**src/rtl/fetch_ctrl.sv**
```systemverilog
// Instruction fetch controller.
// Issues one fetch at a time to instruction memory, holds the returned
// instruction for decode, and handles redirects (including misaligned
// targets) with a kill flag for responses that are still in flight.
module fetch_ctrl #(
  parameter logic [63:0] RESET_PC = 64'h0000_0000_8000_0000
) (
  input  logic        clk,
  input  logic        rst,
  input  logic        stall_i,
  input  logic        redirect_i,
  input  logic [63:0] redirect_pc_i,
  output logic        imem_req_o,
  output logic [63:0] imem_addr_o,
  input  logic        imem_gnt_i,
  input  logic        imem_rvalid_i,
  input  logic [31:0] imem_rdata_i,
  output logic        inst_valid_o,
  output logic [31:0] inst_o,
  output logic [63:0] inst_pc_o,
  input  logic        inst_ready_i,
  output logic [63:0] pc_o,
  output logic        misalign_o
);

  typedef enum logic [2:0] {
    IDLE  = 3'd0,
    REQ   = 3'd1,
    WAIT  = 3'd2,
    RESP  = 3'd3,
    FAULT = 3'd4
  } state_e;

  state_e      state_q, state_d;
  logic [63:0] pc_q, pc_d;
  logic [31:0] inst_q, inst_d;
  logic [63:0] inst_pc_q, inst_pc_d;
  logic        kill_q, kill_d;         // in-flight response must be discarded
  logic        fault_pend_q, fault_pend_d; // enter FAULT once the drain completes
  logic        misalign_q, misalign_d;
  logic        req_q, req_d;
  logic        valid_q, valid_d;

  logic        target_aligned;
  state_e      resume_state;

  assign target_aligned = (redirect_pc_i[1:0] == 2'b00);
  // stall_i only decides whether a fresh fetch starts right away.
  assign resume_state   = stall_i ? IDLE : REQ;

  // Next-state, PC and capture logic; redirect outranks every other event.
  always_comb begin
    // NOTE: every variable gets a default up front so no path can infer a latch.
    state_d      = state_q;
    pc_d         = pc_q;
    inst_d       = inst_q;
    inst_pc_d    = inst_pc_q;
    kill_d       = kill_q;
    fault_pend_d = fault_pend_q;
    misalign_d   = misalign_q;

    if (redirect_i) begin
      pc_d       = redirect_pc_i;
      misalign_d = !target_aligned;
      unique case (state_q)
        REQ: begin
          if (imem_gnt_i) begin
            // Request was accepted this cycle: its response must be drained.
            state_d      = WAIT;
            kill_d       = 1'b1;
            fault_pend_d = !target_aligned;
          end else begin
            state_d = target_aligned ? REQ : FAULT;
          end
        end
        WAIT: begin
          if (imem_rvalid_i) begin
            // Response arrives with the redirect: drop it and move on.
            state_d      = target_aligned ? REQ : FAULT;
            kill_d       = 1'b0;
            fault_pend_d = 1'b0;
          end else begin
            kill_d       = 1'b1;
            fault_pend_d = !target_aligned;
          end
        end
        default: begin
          // IDLE, RESP (held instruction dropped) and FAULT.
          state_d = target_aligned ? resume_state : FAULT;
        end
      endcase
    end else begin
      unique case (state_q)
        IDLE: begin
          if (!stall_i) state_d = REQ;
        end
        REQ: begin
          // Address and request stay put until granted, regardless of stall_i.
          if (imem_gnt_i) state_d = WAIT;
        end
        WAIT: begin
          if (imem_rvalid_i) begin
            kill_d       = 1'b0;
            fault_pend_d = 1'b0;
            if (kill_q) begin
              state_d = fault_pend_q ? FAULT : REQ;
            end else begin
              state_d   = RESP;
              inst_d    = imem_rdata_i;
              inst_pc_d = pc_q;
            end
          end
        end
        RESP: begin
          if (inst_ready_i) begin
            pc_d    = pc_q + 64'd4;
            state_d = resume_state;
          end
        end
        FAULT: begin
          state_d = FAULT;
        end
        default: begin
          state_d = IDLE;
        end
      endcase
    end
  end

  assign req_d   = (state_d == REQ);
  assign valid_d = (state_d == RESP);

  // State and registered outputs with synchronous reset.
  always_ff @(posedge clk) begin
    // NOTE: sequential state uses non-blocking assignments so all flops update together.
    if (rst) begin
      state_q      <= IDLE;
      pc_q         <= RESET_PC;
      inst_q       <= '0;
      inst_pc_q    <= '0;
      kill_q       <= 1'b0;
      fault_pend_q <= 1'b0;
      misalign_q   <= 1'b0;
      req_q        <= 1'b0;
      valid_q      <= 1'b0;
    end else begin
      state_q      <= state_d;
      pc_q         <= pc_d;
      inst_q       <= inst_d;
      inst_pc_q    <= inst_pc_d;
      kill_q       <= kill_d;
      fault_pend_q <= fault_pend_d;
      misalign_q   <= misalign_d;
      req_q        <= req_d;
      valid_q      <= valid_d;
    end
  end

  assign imem_req_o   = req_q;
  assign imem_addr_o  = pc_q;
  assign pc_o         = pc_q;
  assign inst_valid_o = valid_q;
  assign inst_o       = inst_q;
  assign inst_pc_o    = inst_pc_q;
  assign misalign_o   = misalign_q;

endmodule

```
**config.mk**
```make
export PLATFORM = sky130hd
export DESIGN_NAME = fetch_ctrl
export DESIGN_NICKNAME = d
export VERILOG_FILES = /design/src/rtl/fetch_ctrl.sv
export SDC_FILE = /design/constraint.sdc
export NUM_CORES = 1
export LEC_CHECK = 0
export CAP_MARGIN = 20
export CORE_ASPECT_RATIO = 0.7
export CORE_MARGIN = 1.5
export CORE_UTILIZATION = 47
export DETAILED_ROUTE_END_ITERATION = 8
export GPL_ROUTABILITY_DRIVEN = 0
export PLACE_DENSITY = 0.86
export RECOVER_POWER = 100
export SETUP_SLACK_MARGIN = 0.5
export SLEW_MARGIN = 0
export SYNTH_ARGS = -nofsm -noshare
export SYNTH_HDL_FRONTEND = slang
export SYNTH_SLANG_ARGS = --single-unit
```
**constraint.sdc**
```tcl
create_clock -name clk -period 6.08 [get_ports clk]
set_clock_uncertainty 0.05 [all_clocks]
set_input_delay 0.608 -clock clk [delete_from_list [all_inputs] [get_ports clk]]
set_output_delay 0.608 -clock clk [all_outputs]
set_load 0.02 [all_outputs]
```
Yosys cells after proc, flatten, opt, wreduce, memory -nomap -nowiden
Cells that the tools add are included.
Word-level totals
  word-level logic and storage cells: 57
  output and inout bits: 227
  register bits after elaboration: 168
  input bits: 103
Cells by class
  reduce and logical (&&, ||, !) cells: 11
  bitwise gates (word level): 2
  $add $sub $neg: 1
  multiplexer cells: 27
  eq/ne operators: 7
Operators by type and width (number)
  $mux 64: 3
  $add 64x3->64 const B: 1
  $mux 3: 11
  $pmux 3 s5: 1
  $reduce_bool 2->1: 5
  $eq 3x2->1 const B: 3
  $mux 1: 9
  $reduce_and 4->1: 2
  $eq 3x1->1 const B: 2
  $pmux 3 s2: 1
  $pmux 1 s2: 2
  $eq 3x3->1 const B: 1
  $logic_not 3->1: 1
  $ne 3x3->1 const B: 1
  $logic_not 2->1: 1
  $not 1->1: 2
  $reduce_and 2->1: 1
  $logic_not 1->1: 1

Depth between registers and ports, before layout
  depth in word-level cells: 6
  gate-level depth with buffers: 9
  gate-level depth less buffers: 6

Least setup slack after synthesis
No wires, ideal clock.
  kind: register -> register
  start point: register pc_q[4], in the netlist imem_addr_o[4]
  end point: register pc_q[61], in the netlist imem_addr_o[61]
  arrival: 2.250 ns
  library setup time: 0.063 ns
  cell stages (with the launch flop): 8
  path slack: 3.717 ns
  clock period less this slack: 2.363 ns
  required time: 5.967 ns
  path buffers: 2
  path through: dfxtp_1 and4_1 buf_4 nand2_2 or4_1 buf_2 or4_1 nand3_1
Between the ends
  longest elaborated chain between the ends: 4
RTL lines
  from (decl): RTL line 35  | logic [63:0] pc_q, pc_d;
  from (signal assigned): RTL line 148  | pc_q <= pc_d;
  $add 64x3->64: RTL line 116  | pc_d = pc_q + 64'd4;
  $mux 64: RTL line 115  | if (inst_ready_i) begin
  $mux 64: RTL line 93  | unique case (state_q)
  $mux 64: RTL line 62  | if (redirect_i) begin
No other way between the ends. The select of a mux whose other input is x is not followed.
A chain may end at the register's enable or synchronous reset.

Worst setup path after layout
  start point: input rst
  end point: register pc_q[32], in the netlist imem_addr_o[32]
RTL lines
  from (decl): RTL line 9  | input logic rst,
No word-level cell between the ends.

==> impl_metrics.ini <==
[run_status]
status = finished, violations left
violations = max-capacitance violations, max-slew violations

[power_and_ir_drop]
cellPowerDensity_nw_per_um2 = 228
leakage_nw = 4.39
vdd_drop_max_v = 0.000191

[logic_synthesis]
yosysUniqueCellTypes = 60
ys_seq_elements = 168
ys_seq_area_frac = 0.410
synthCells = 1062
synth_flop_cell = dfxtp_1
yosys.area.top_type = dfxtp_1
ys_warn_count = 0
synth.net_count = 1166
async_reset_ff_frac = 0
synth_edf_count = 0
postSynthAreaPerCell_um2 = 7.73
yosys.area.top_type_share = 0.410
netlist_area_um2 = 8210
synthTopCellsByArea = dfxtp_1 (41%), nand2_1 (10%), a21oi_1 (6.6%)

[drt]
drt_first_pass_iters = 5
vias_per_cell = 5.69
drtIter0Drc = 990
wl_per_cell_um = 18.5
drtAntennaViolNets = 0
dr_total_vias = 8617
wirelength_mm = 28.1
drc = 0

[final_layout]
postLayoutCoreUtil = 0.678
num_antenna_cells = 0
stdcell_count = 1515
layout-drive-gt1-share = 0.0374
final_cell_mix = dlygate4sd3_1 (228), nand2_1 (225), dfxtp_1 (168)
final_common_cell = dlygate4sd3_1
nNetsFinal = 1375
syn2layout_area_growth_pct = 41.3

[sta]
setup_violations = 0
slew_violations = 185
relSlewSlack = -1.67
fmax_mhz = 233
finalHoldViolCount = 0
period_needed_ps = 4290
worst_pin_slew_ps = 4010
fin_crit_sh = 0.706
setup-tns-final_ps = 0
rsz0062_at_grt = false

[setup_path]
worst_r2r_endpoint = inst_pc_o[31]
reg2reg_slack_ps = 2220
critical_path_class = in -> reg
critPathRequiredTime_ps = 6160
critPathArrivalTime_ps = 4370
r2r_cells = 5
start_kind = primary input
end_kind = flop
critPathMaxFanout = 87
worstReg2RegStart = state_q[0]

[cts]
tritoncts = done
hold_buffers = 0
cts_setup_buffers = 0
ctsResizeCount = 0
cts_made_buffers = 17
clock-sinks = 168
cts-root-buf = clkbuf_16
clk_pin_slew_worst_paths_ps = 70
cts.htree.levels = 4
insertion_delay_ps = 440
cts_buffer_depth = 2

[global_routing]
gr-total-overflow = 0
grt.total_usage = 0.297
grt_pass1_wl_mm = 42.7
antenna_found_initial = 1
grt_pass1_vias = 7897
grt_max_degree = 103

[die]
top_level_ports = 330
fp-row-count = 40
die_w_um = 161
coreArea_um2 = 17100
dieArea_um2 = 18300
start_util = 0.480
die_height_um = 114

[worst_hold_path]
hold_class = reg -> reg
holdPathStages = 2
min_from = inst_o[25]
holdPathEnd = inst_o[25]

[placed_design]
hpwlAfterDp_mm = 19.5
port_buffers = 329
post-place-cells = 1482

[flow_run]
maxCapViolations = 2
how the worst max path moves through the flow:
stage                         startpoint               to  slack (ps)  depth (start not counted)
after floorplan           imem_addr_o[4]  imem_addr_o[61]        3720                          7
after CTS                   inst_ready_i  imem_addr_o[51]        2830                          6
after global routing                 rst  imem_addr_o[32]        1430                          5
after detailed placement    inst_ready_i  imem_addr_o[51]        2390                          6
after global placement      inst_ready_i  imem_addr_o[51]        2480                          6
final                                rst  imem_addr_o[32]        1790                          3
report_power, final:
part | switching (mW) | total [mW] | internal (mW) | leakage (nW)
Combinational | 0.181 | 0.356 | 0.175 | 2.74
Sequential | 0.0728 | 1.21 | 1.13 | 1.37
Clock | 0.531 | 1.08 | 0.550 | 0.281
stage by stage:
step	total power [mW]	hold WS [ps]	setup slack [ps]	area, µm²
after global routing	2.73	418	1430	11600
after global placement	1.60	391	2480	11000
final	2.64	402	1790	11600
after floorplan	1.42	427	3720	8210
after CTS	2.68	405	2830	11600
after detailed placement	1.61	396	2390	11000
synth_stat cells, types with 2 or more instances:
cell type  number
o21ai_0        20
nor4b_1         2
nor3_1         21
a31oi_1         3
o31a_1          2
dfxtp_1       168
nand2b_1        4
nand2_1       225
nor2_1         69
o211ai_1        7
nand4_1        33
buf_2           9
nand4b_1        2
or4_1           9
nor3b_1         4
and2_1         14
nand3b_1        2
o31ai_1         6
nor4_1         24
xor2_1          7
a32oi_1         2
buf_1           9
a311oi_1       14
and3_1         16
a211oi_1       26
a21oi_1       108
nor2b_1         7
clkbuf_2        2
clkbuf_1       58
mux2i_1         6
inv_1           6
buf_4          67
a2111oi_0       4
or3_1          11
nand3_1        37
and4_1         12
nand2_2         2
a211o_1         2
o211a_1         2
xnor2_1        20
cell families after synthesis:
group                    count (synthesis)  synth area share
buffers and inverters                  151             0.101
adder cells (fa/ha/maj)                  1           0.00152
AND/OR/NAND/NOR                        501             0.294
flip-flops                             168             0.410
AO/OA/AOI/OAI                          207             0.156
XOR/XNOR                                27            0.0288
multiplexers                             7           0.00869
state kept, by name, indices dropped and copies added, names as in the netlist:
register / flops
imem_addr_o: 64
inst_pc_o: 64
inst_o: 32
state_q: 3
fault_pend_q: 1
imem_req_o: 1
inst_valid_o: 1
kill_q: 1
misalign_o: 1
cell type report:
type	count	area, µm²
clock buffers	17	425
repair buffers	335	3330
inverters	6	23.8
multi-input cells	743	4010
well taps	231	289
fillers	1476	5520
clock inverters	15	161
flip-flops and latches	168	3360
layer usage:
metal  track usage  share of wire  wire, µm  vias to the layer above
li1              -              -         -                     4090
met1         0.394           0.43     12000                     4020
met2         0.472           0.46     13000                      449
met3        0.0767          0.088      2470                       56
met4        0.0981          0.021       593                        2
met5             0        0.00046        13                        -
worst max-delay path: stages:
cell and delay [ps]:
buf_6 440, clkbuf_1 2860, o21ai_0 420
Power figures use the tool's default switching activity.
